### config.mk
export PLATFORM = sky130hd
export DESIGN_NAME = wb_port_arbiter
export DESIGN_NICKNAME = d
export VERILOG_FILES = /design/src/rtl/riscv_core_pkg.sv /design/src/rtl/wb_req_fifo.sv /design/src/rtl/wb_port_arbiter.sv
export SDC_FILE = /design/constraint.sdc
export NUM_CORES = 1
export LEC_CHECK = 0
export ABC_AREA = 1
export CAP_MARGIN = 15
export CORE_ASPECT_RATIO = 1.25
export CORE_UTILIZATION = 48
export CTS_CLUSTER_SIZE = 28
export DETAILED_ROUTE_END_ITERATION = 16
export GPL_ROUTABILITY_DRIVEN = 0
export PLACE_DENSITY = 0.69
export SLEW_MARGIN = 20
export SYNTH_ARGS = -nofsm -noshare
export SYNTH_HDL_FRONTEND = slang
export SYNTH_SLANG_ARGS = --single-unit
### constraint.sdc
create_clock -name clk -period 7 [get_ports clk]
set_input_delay 1.4 -clock clk [delete_from_list [all_inputs] [get_ports clk]]
set_output_delay 1.4 -clock clk [all_outputs]
set_load 0.02 [all_outputs]
### src/rtl/riscv_core_pkg.sv
// Core-wide types shared by the writeback path: result entry layout and sizing constants.
package riscv_core_pkg;

  localparam int unsigned NUM_PR  = 64;
  localparam int unsigned AL_SIZE = 32;
  localparam int unsigned PR_AW   = $clog2(NUM_PR);
  localparam int unsigned AL_AW   = $clog2(AL_SIZE);

  typedef struct packed {
    logic             uses_rd;
    logic [PR_AW-1:0] rd;
    logic [31:0]      data;
    logic [AL_AW-1:0] al_addr;
  } wb_entry_t;

endpackage

### src/rtl/wb_req_fifo.sv
// Two-entry result buffer for one execution-unit channel; flush empties it and drops any push.
module wb_req_fifo
  import riscv_core_pkg::*;
(
  input  logic      clk,
  input  logic      reset_n,
  input  logic      flush,
  input  logic      push,
  input  wb_entry_t push_data,
  input  logic      pop,
  output wb_entry_t head,
  output logic      full,
  output logic      empty
);

  wb_entry_t  mem_q [2];
  logic       wr_ptr_q, wr_ptr_d;
  logic       rd_ptr_q, rd_ptr_d;
  logic [1:0] count_q, count_d;
  logic       push_ok, pop_ok;

  assign full    = (count_q == 2'd2);
  assign empty   = (count_q == 2'd0);
  assign head    = mem_q[rd_ptr_q];
  assign push_ok = push && !full;
  assign pop_ok  = pop && !empty;

  always_comb begin
    wr_ptr_d = wr_ptr_q;
    rd_ptr_d = rd_ptr_q;
    count_d  = count_q;
    if (flush) begin
      wr_ptr_d = 1'b0;
      rd_ptr_d = 1'b0;
      count_d  = 2'd0;
    end else begin
      if (push_ok) wr_ptr_d = ~wr_ptr_q;
      if (pop_ok)  rd_ptr_d = ~rd_ptr_q;
      count_d = count_q + {1'b0, push_ok} - {1'b0, pop_ok};
    end
  end

  always_ff @(posedge clk) begin
    if (!reset_n) begin
      wr_ptr_q <= 1'b0;
      rd_ptr_q <= 1'b0;
      count_q  <= 2'd0;
    end else begin
      wr_ptr_q <= wr_ptr_d;
      rd_ptr_q <= rd_ptr_d;
      count_q  <= count_d;
    end
  end

  // Storage needs no reset: occupancy alone decides what is visible.
  always_ff @(posedge clk) begin
    if (push_ok && !flush) mem_q[wr_ptr_q] <= push_data;
  end

endmodule

### src/rtl/wb_port_arbiter.sv
// Grants up to NUM_WB buffered results per cycle onto registered register-file write ports.
// Define WB_ARB_RR_EN for round-robin priority; otherwise lowest channel index wins.
module wb_port_arbiter
  import riscv_core_pkg::*;
#(
  parameter int unsigned NUM_REQ = 6,
  parameter int unsigned NUM_WB  = 4,
  parameter int unsigned PR_W    = $clog2(NUM_PR),
  parameter int unsigned AL_W    = $clog2(AL_SIZE)
) (
  input  logic               clk,
  input  logic               reset_n,
  input  logic               flush,
  input  logic               stall,
  input  logic [NUM_REQ-1:0] req_valid,
  output logic [NUM_REQ-1:0] req_ready,
  input  logic [PR_W-1:0]    req_rd      [NUM_REQ],
  input  logic [NUM_REQ-1:0] req_uses_rd,
  input  logic [31:0]        req_data    [NUM_REQ],
  input  logic [AL_W-1:0]    req_al_addr [NUM_REQ],
  output logic [NUM_WB-1:0]  wb_valid,
  output logic [NUM_WB-1:0]  wb_uses_rd,
  output logic [PR_W-1:0]    wb_rd       [NUM_WB],
  output logic [31:0]        wb_data     [NUM_WB],
  output logic [AL_W-1:0]    wb_al_addr  [NUM_WB],
  output logic               busy
);

  localparam int unsigned RR_W = $clog2(NUM_REQ);

  wb_entry_t           req_ent   [NUM_REQ];
  wb_entry_t           fifo_head [NUM_REQ];
  logic [NUM_REQ-1:0]  fifo_full, fifo_empty, push, pop;
  wb_entry_t           grant_ent [NUM_WB];
  logic [NUM_WB-1:0]   grant_vld;
  logic [RR_W-1:0]     start_ch;
  wb_entry_t           wb_q      [NUM_WB];
  logic [NUM_WB-1:0]   wb_valid_q;

  for (genvar i = 0; i < NUM_REQ; i++) begin : g_chan
    assign req_ent[i] = '{uses_rd: req_uses_rd[i], rd: req_rd[i], data: req_data[i],
                          al_addr: req_al_addr[i]};
    assign push[i]    = req_valid[i] && req_ready[i] && !flush;

    wb_req_fifo u_fifo (
      .clk       (clk),
      .reset_n   (reset_n),
      .flush     (flush),
      .push      (push[i]),
      .push_data (req_ent[i]),
      .pop       (pop[i]),
      .head      (fifo_head[i]),
      .full      (fifo_full[i]),
      .empty     (fifo_empty[i])
    );
  end

  assign req_ready = ~fifo_full;
  assign busy      = ~&fifo_empty;

`ifdef WB_ARB_RR_EN
  logic [RR_W-1:0] rr_q, rr_d, last_ch;
  assign start_ch = rr_q;
`else
  assign start_ch = '0;
`endif

  // Cyclic scan from start_ch; the k-th non-empty channel found lands on port k.
  always_comb begin : p_arb
    int unsigned n;
    int unsigned ch;
    n         = 0;
    grant_vld = '0;
    pop       = '0;
    for (int k = 0; k < NUM_WB; k++) grant_ent[k] = '0;
`ifdef WB_ARB_RR_EN
    last_ch = rr_q;
`endif
    for (int unsigned off = 0; off < NUM_REQ; off++) begin
      ch = int'(start_ch) + off;
      if (ch >= NUM_REQ) ch = ch - NUM_REQ;
      if (!fifo_empty[ch] && n < NUM_WB) begin
        grant_vld[n] = 1'b1;
        grant_ent[n] = fifo_head[ch];
        pop[ch]      = 1'b1;
`ifdef WB_ARB_RR_EN
        last_ch      = RR_W'(ch);
`endif
        n            = n + 1;
      end
    end
    if (stall || flush) begin
      grant_vld = '0;
      pop       = '0;
    end
  end

`ifdef WB_ARB_RR_EN
  always_comb begin
    rr_d = rr_q;
    if (|grant_vld) rr_d = (last_ch == RR_W'(NUM_REQ - 1)) ? '0 : last_ch + 1'b1;
  end

  always_ff @(posedge clk) begin
    if (!reset_n) rr_q <= '0;
    else          rr_q <= rr_d;
  end
`endif

  always_ff @(posedge clk) begin
    if (!reset_n) begin
      wb_valid_q <= '0;
      for (int k = 0; k < NUM_WB; k++) wb_q[k] <= '0;
    end else begin
      wb_valid_q <= grant_vld;
      for (int k = 0; k < NUM_WB; k++) begin
        if (grant_vld[k]) wb_q[k] <= grant_ent[k];
      end
    end
  end

  assign wb_valid = wb_valid_q;
  for (genvar k = 0; k < NUM_WB; k++) begin : g_port
    assign wb_uses_rd[k] = wb_q[k].uses_rd;
    assign wb_rd[k]      = wb_q[k].rd;
    assign wb_data[k]    = wb_q[k].data;
    assign wb_al_addr[k] = wb_q[k].al_addr;
  end

endmodule

==> Word level (Yosys, flattened, before mapping) <==
Memory sizes are Yosys's and may differ from the RTL's. A register that Yosys moved wholly into a read port is not among the register bits.
Index checks and enable logic that the tools add are counted.
W data, S select, Z words.
{ "op_classes": {"n_addsub": 16, "multipliers": 0, "n_div": 0, "order_cmp": 25, "n_eq_ne": 6, "n_shift": 0, "n_mux": 91, "bitwise_logic": 28, "n_reduce_logical": 68} }
{ "ops": {"columns": ["operator", "count"], "rows": [
  ["$bwmux W176", 5],
  ["$mux W176", 5],
  ["$demux W44 S2", 5],
  ["$mux W44", 10],
  ["$lt A32 B3 Y1 const B", 8],
  ["$ge A33 B3 Y1 const B", 5],
  ["$lt A33 B1 Y1 const B", 5],
  ["$not A32 Y33", 4],
  ["$ge A32 B1 Y1 const B", 4],
  ["$mux W32", 4],
  ["$add A32 B1 Y32 const B", 3],
  ["$logic_and A1 B1 Y1", 45],
  ["$mux W1", 45],
  ["$not A1 Y33", 1],
  ["$mux W4", 7],
  ["$or A4 B4 Y4", 4],
  ["$logic_not A1 Y1", 14],
  ["$not A1 Y1", 13],
  ["$add A2 B1 Y2", 6],
  ["$eq A2 B2 Y1 const B", 6],
  ["$logic_not A2 Y1", 6],
  ["$mux W6", 2],
  ["$sub A2 B1 Y2", 6],
  ["$demux W1 S2", 5],
  ["other kinds (12)", 16]
]} }
{ "word_totals": {"ff_bits": 28, "latchBits": 0, "ram_bits": 704, "romBits": 0, "elab_cells": 260, "n_memories": 7} }
{ "memory_table": {"columns": ["name", "words", "width", "read_ports", "rd_clocked_by_memory_dff", "wr", "line", "source"], "rows": [
  ["wb_q", 4, 44, 4, 0, 4, "wb_port_arbiter.sv:37", "wb_entry_t wb_q [NUM_WB];"],
  ["g_chan[0].u_fifo.mem_q", 2, 44, 1, 1, 1, "wb_req_fifo.sv:16", "wb_entry_t mem_q [2];"],
  ["g_chan[1].u_fifo.mem_q", 2, 44, 1, 1, 1, "wb_req_fifo.sv:16", null],
  ["g_chan[2].u_fifo.mem_q", 2, 44, 1, 1, 1, "wb_req_fifo.sv:16", null],
  ["g_chan[3].u_fifo.mem_q", 2, 44, 1, 1, 1, "wb_req_fifo.sv:16", null],
  ["g_chan[4].u_fifo.mem_q", 2, 44, 1, 1, 1, "wb_req_fifo.sv:16", null],
  ["+1 memories", null, null, null, null, null, null, null]
]} }

==> Logic depth before layout (Yosys ltp) <==
{ "logic_depth": {"ltp_word": 25, "depth_mapped": 22, "depth_no_buf": 22} }

==> Hierarchy <==
Synthesis repeated with hierarchy kept, for this count alone.
{ "unflattened": {"cells_unflattened": 3633, "area_unflattened_um2": 37597.3} }
{ "by_module_without_submodules": {"columns": ["module", "instances", "cells_each", "area_each_um2"], "rows": [
  ["wb_req_fifo", 6, 176, 3636.0],
  ["wb_port_arbiter", 1, 2577, 15781.4]
]} }

==> Worst setup path before layout <==
OpenSTA, ideal clock, no wires.
{ "synth_path": {"kind": "reg-to-reg", "startpoint": "register g_chan[0].u_fifo.count_q[0]", "endpoint": "memory wb_q[3][0] in the netlist's numbering (enable)", "setup_ns": 0.402, "arrival_ns": 3.831, "path_slack_ns": 2.767, "path_stages_with_launch": 19, "n_path_buf": 2, "cell_sequence": "dfxtp_1 nor2_1 inv_1 ha_1 nand2_1 inv_1 nand2_1 clkbuf_1 clkbuf_1 ha_1 nand2_4 nand2_4 nor2_8 nand2_1 nand2_2 nand3_2 nand2_2 nand2_1 nand2_1"} }
{ "synth_lines": {"columns": ["element", "line", "source"], "rows": [
  ["start: declaration", "wb_req_fifo.sv:19", "logic [1:0] count_q, count_d;"],
  ["start signal: assignment", "wb_req_fifo.sv:51", "count_q <= count_d;"],
  ["end: declaration", "wb_port_arbiter.sv:37", null]
]} }

==> flow_summary.toml <==
[global_route]
first_global_vias = 25100
grt_max_degree = 89
grt.total_usage_pct = 31.4
grt_pass1_wl_mm = 169
overflow = 0
antenna_found_initial = 47

[clocking]
cts-root-buf = "clkbuf_16"
clk_pin_slew_worst_paths_ps = 70
clock-sinks = 738
cts_htree_levels = 3
cts_resized = 0
cts_tree = "done"
cts.path.max_buffers = 3
cts_buffers = 72
cts_hold_buf = 0
postCtsSetupBuffers = 0
insertion_delay_ps = 620

[timing]
hold_violations = 0
period_needed_ps = 4950
setup_viol = 0
max_slew_margin_pct = 20.0
slew_violations = 0
setup_tns_ps = 0
period_share_pct = 70.7
rsz0062_at_grt = "no"
tightest_slew_ps = 1200
fmax_ghz = 0.202
finalClockSkew_ps = 29.0
setup_ws_ps = 2050

[logic_synthesis]
yosys-top-cells-area = "edfxtp_1, nand2_1, nor2_1"
synth_area_leader_cell = "edfxtp_1"
ys_seq_area_share_pct = 62.7
synthTopCellsByCount = "nand2_1, edfxtp_1, nor2_1"
yosysWarningCount = 0
synth_edf_count = 704
synth-main-ff-cell = "edfxtp_1"
synthDistinctLibCells = 33
synth_top_area_share_pct = 60.8
ys_seq_elements = 738
syn_avg_cell_area_um2 = 9.40
async_reset_ff_share_pct = 0
synth_fp_nets = 4002
syn-cell-area_mm2 = 0.0348
yosysMostFrequentCell = "nand2_1"
syn_inst = 3703

[drt]
num_vias = 28200
remaining_drc_errors = 0
ant_nets = 0
routed_wl_mm = 117
via_per_inst = 5.52
drt_iter0_drc = 3808
wl_per_cell_um = 23.0
dr.pass1.iters = 8

[power_and_ir_drop]
p_per_area_mw_per_mm2 = 236
sw_frac_of_total_pct = 23.9
intPower_uw = 7670
finalPower_uw = 10100
p_sw_uw = 2410
ir_drop_uv = 199
clockPowerShare_pct = 39.3
leakage_uw = 0.0160
p_comb_share_pct = 10.6
seqPwrFrac_pct = 50.1

[setup_path]
cp-start-kind = "flop"
cp_max_fo = 50
cp.arrival_ps = 5250
endpoint_kind = "flop"
crit_type = "reg -> reg"
required_ps = 7310

[worst_hold_path]
worstHoldPathType = "reg -> reg"

[floorplan]
die-height_um = 303
ios = 461
die_area_mm2 = 0.0736
start_util_pct = 48.4
row_count = 110
die_x_um = 243
fp.coreArea_mm2 = 0.0718

[flow_run]
maxCapViolCount = 0

[layout]
instances_no_fill = 5108
stdcell_area_mm2 = 0.0427
nNetsFinal = 4374
area_growth_pct = 22.9
drive_gt1_share_pct = 5.23

[place]
place_inst = 4952
port_buffers = 460
dp_slack_ps = 2020
placed_cell_area_mm2 = 0.0403
hpwlAfterDp_mm = 86.5

[run_status]
status = "complete, no violations"
final timing paths:
| path | startpoint | to | slack (ps) | cells past startpoint |
|---|---|---|---|---|
| hold reg to reg | g_chan[4].u_fifo.rd_ptr_q | flop | 480 | 1 |
| setup reg to reg | g_chan[0].u_fifo.count_q[1] | wb_q[3][9] | 2050 | 20 |
| hold / removal | g_chan[4].u_fifo.rd_ptr_q | flop | 480 | 1 |
| setup / recovery | g_chan[0].u_fifo.count_q[1] | wb_q[3][9] | 2050 | 20 |
flip-flops by register name, summed over array words and instances, names as in the netlist, named ones only:
| signal | flops |
|---|---|
| wb_q | 176 |
| g_chan.u_fifo.wr_ptr_q | 6 |
| g_chan.u_fifo.mem_q | 528 |
| g_chan.u_fifo.rd_ptr_q | 6 |
| g_chan.u_fifo.count_q | 12 |
| wb_valid | 4 |
routing by layer:
metal	GRT usage, %	vias to the layer above	share of wire (%)
met4	15.8	24	4.7
met3	7.61	252	12
li1	-	13100	-
met5	0	-	0.14
met1	44.2	13000	40
met2	45.3	1861	43
power by group through the flow:
stage          logic, µW  registers (µW)  clock network [µW]
6_report            1070            5050                3960
3_3_place_gp        1030            5140                   0
4_1_cts             1050            5050                4010
3_5_place_dp        1040            5150                   0
2_1_floorplan        430            5200                   0
5_1_grt             1140            5060                4170
cells in the final DEF, fill, tap and decap left out, types with 6 or more instances in the layout:
master           count
nor2_4              23
a31oi_1              6
nand3_2              7
nand3_1            318
mux2i_1             46
diode_2             29
inv_1              307
buf_4               46
nand2_2             10
nor2_1             559
nor3_1              45
clkinv_2             7
o22ai_1             44
clkbuf_16           76
edfxtp_1           704
bufinv_16            8
a21oi_1             91
xor2_1               6
clkdlybuf4s50_1    460
nor3b_1             14
ha_1                25
clkinvlp_4           6
nand2_1            985
clkbuf_1            16
clkinv_1            14
o21ai_0            234
inv_2                8
dfxtp_1             29
through the flow:
step | utilization [%] | hold WS, ps
2_1_floorplan | - | 462
4_1_cts | 59.4 | 483
3_5_place_dp | 56.1 | 479
6_report | 59.5 | 482
5_1_grt | 59.5 | 532
3_3_place_gp | 56.0 | 473
worst max-delay path, stage by stage, from the launching register on:
cell     delay [ps]
dfxtp_1         350
nor2_4           80
buf_4           470
inv_1           180
ha_1            390
inv_1            70
nand2_1          80
nand2_1         190
inv_1            90
ha_1            290
nand2_1          90
nand2_1         130
ha_1            210
nand2_1         120
o21ai_0         230
nor2_8          230
nand3_2         110
nand2_2          90
nand2_1          60
nand2_2         720
buf_4           380
cells by family after synthesis:
family | share of synthesized area (%)
adder cells (fa/ha/maj) | 0.899
XOR/XNOR | 0.151
AND/OR/NAND/NOR | 23.3
multiplexers | 1.32
flip-flops | 62.7
AO/OA/AOI/OAI | 5.71
buffers and inverters | 5.94
final cells by class:
type,instances,area [µm²]
diodes,29,72.6
clock buffers,94,1990
clock inverters,32,379
fillers,6070,29100
inverters,320,1200
multi-input cells,2435,11100
flip-flops and latches,738,21800
well taps,952,1190
repair buffers,508,5000
No activity file was read; power rests on OpenSTA's default activity.
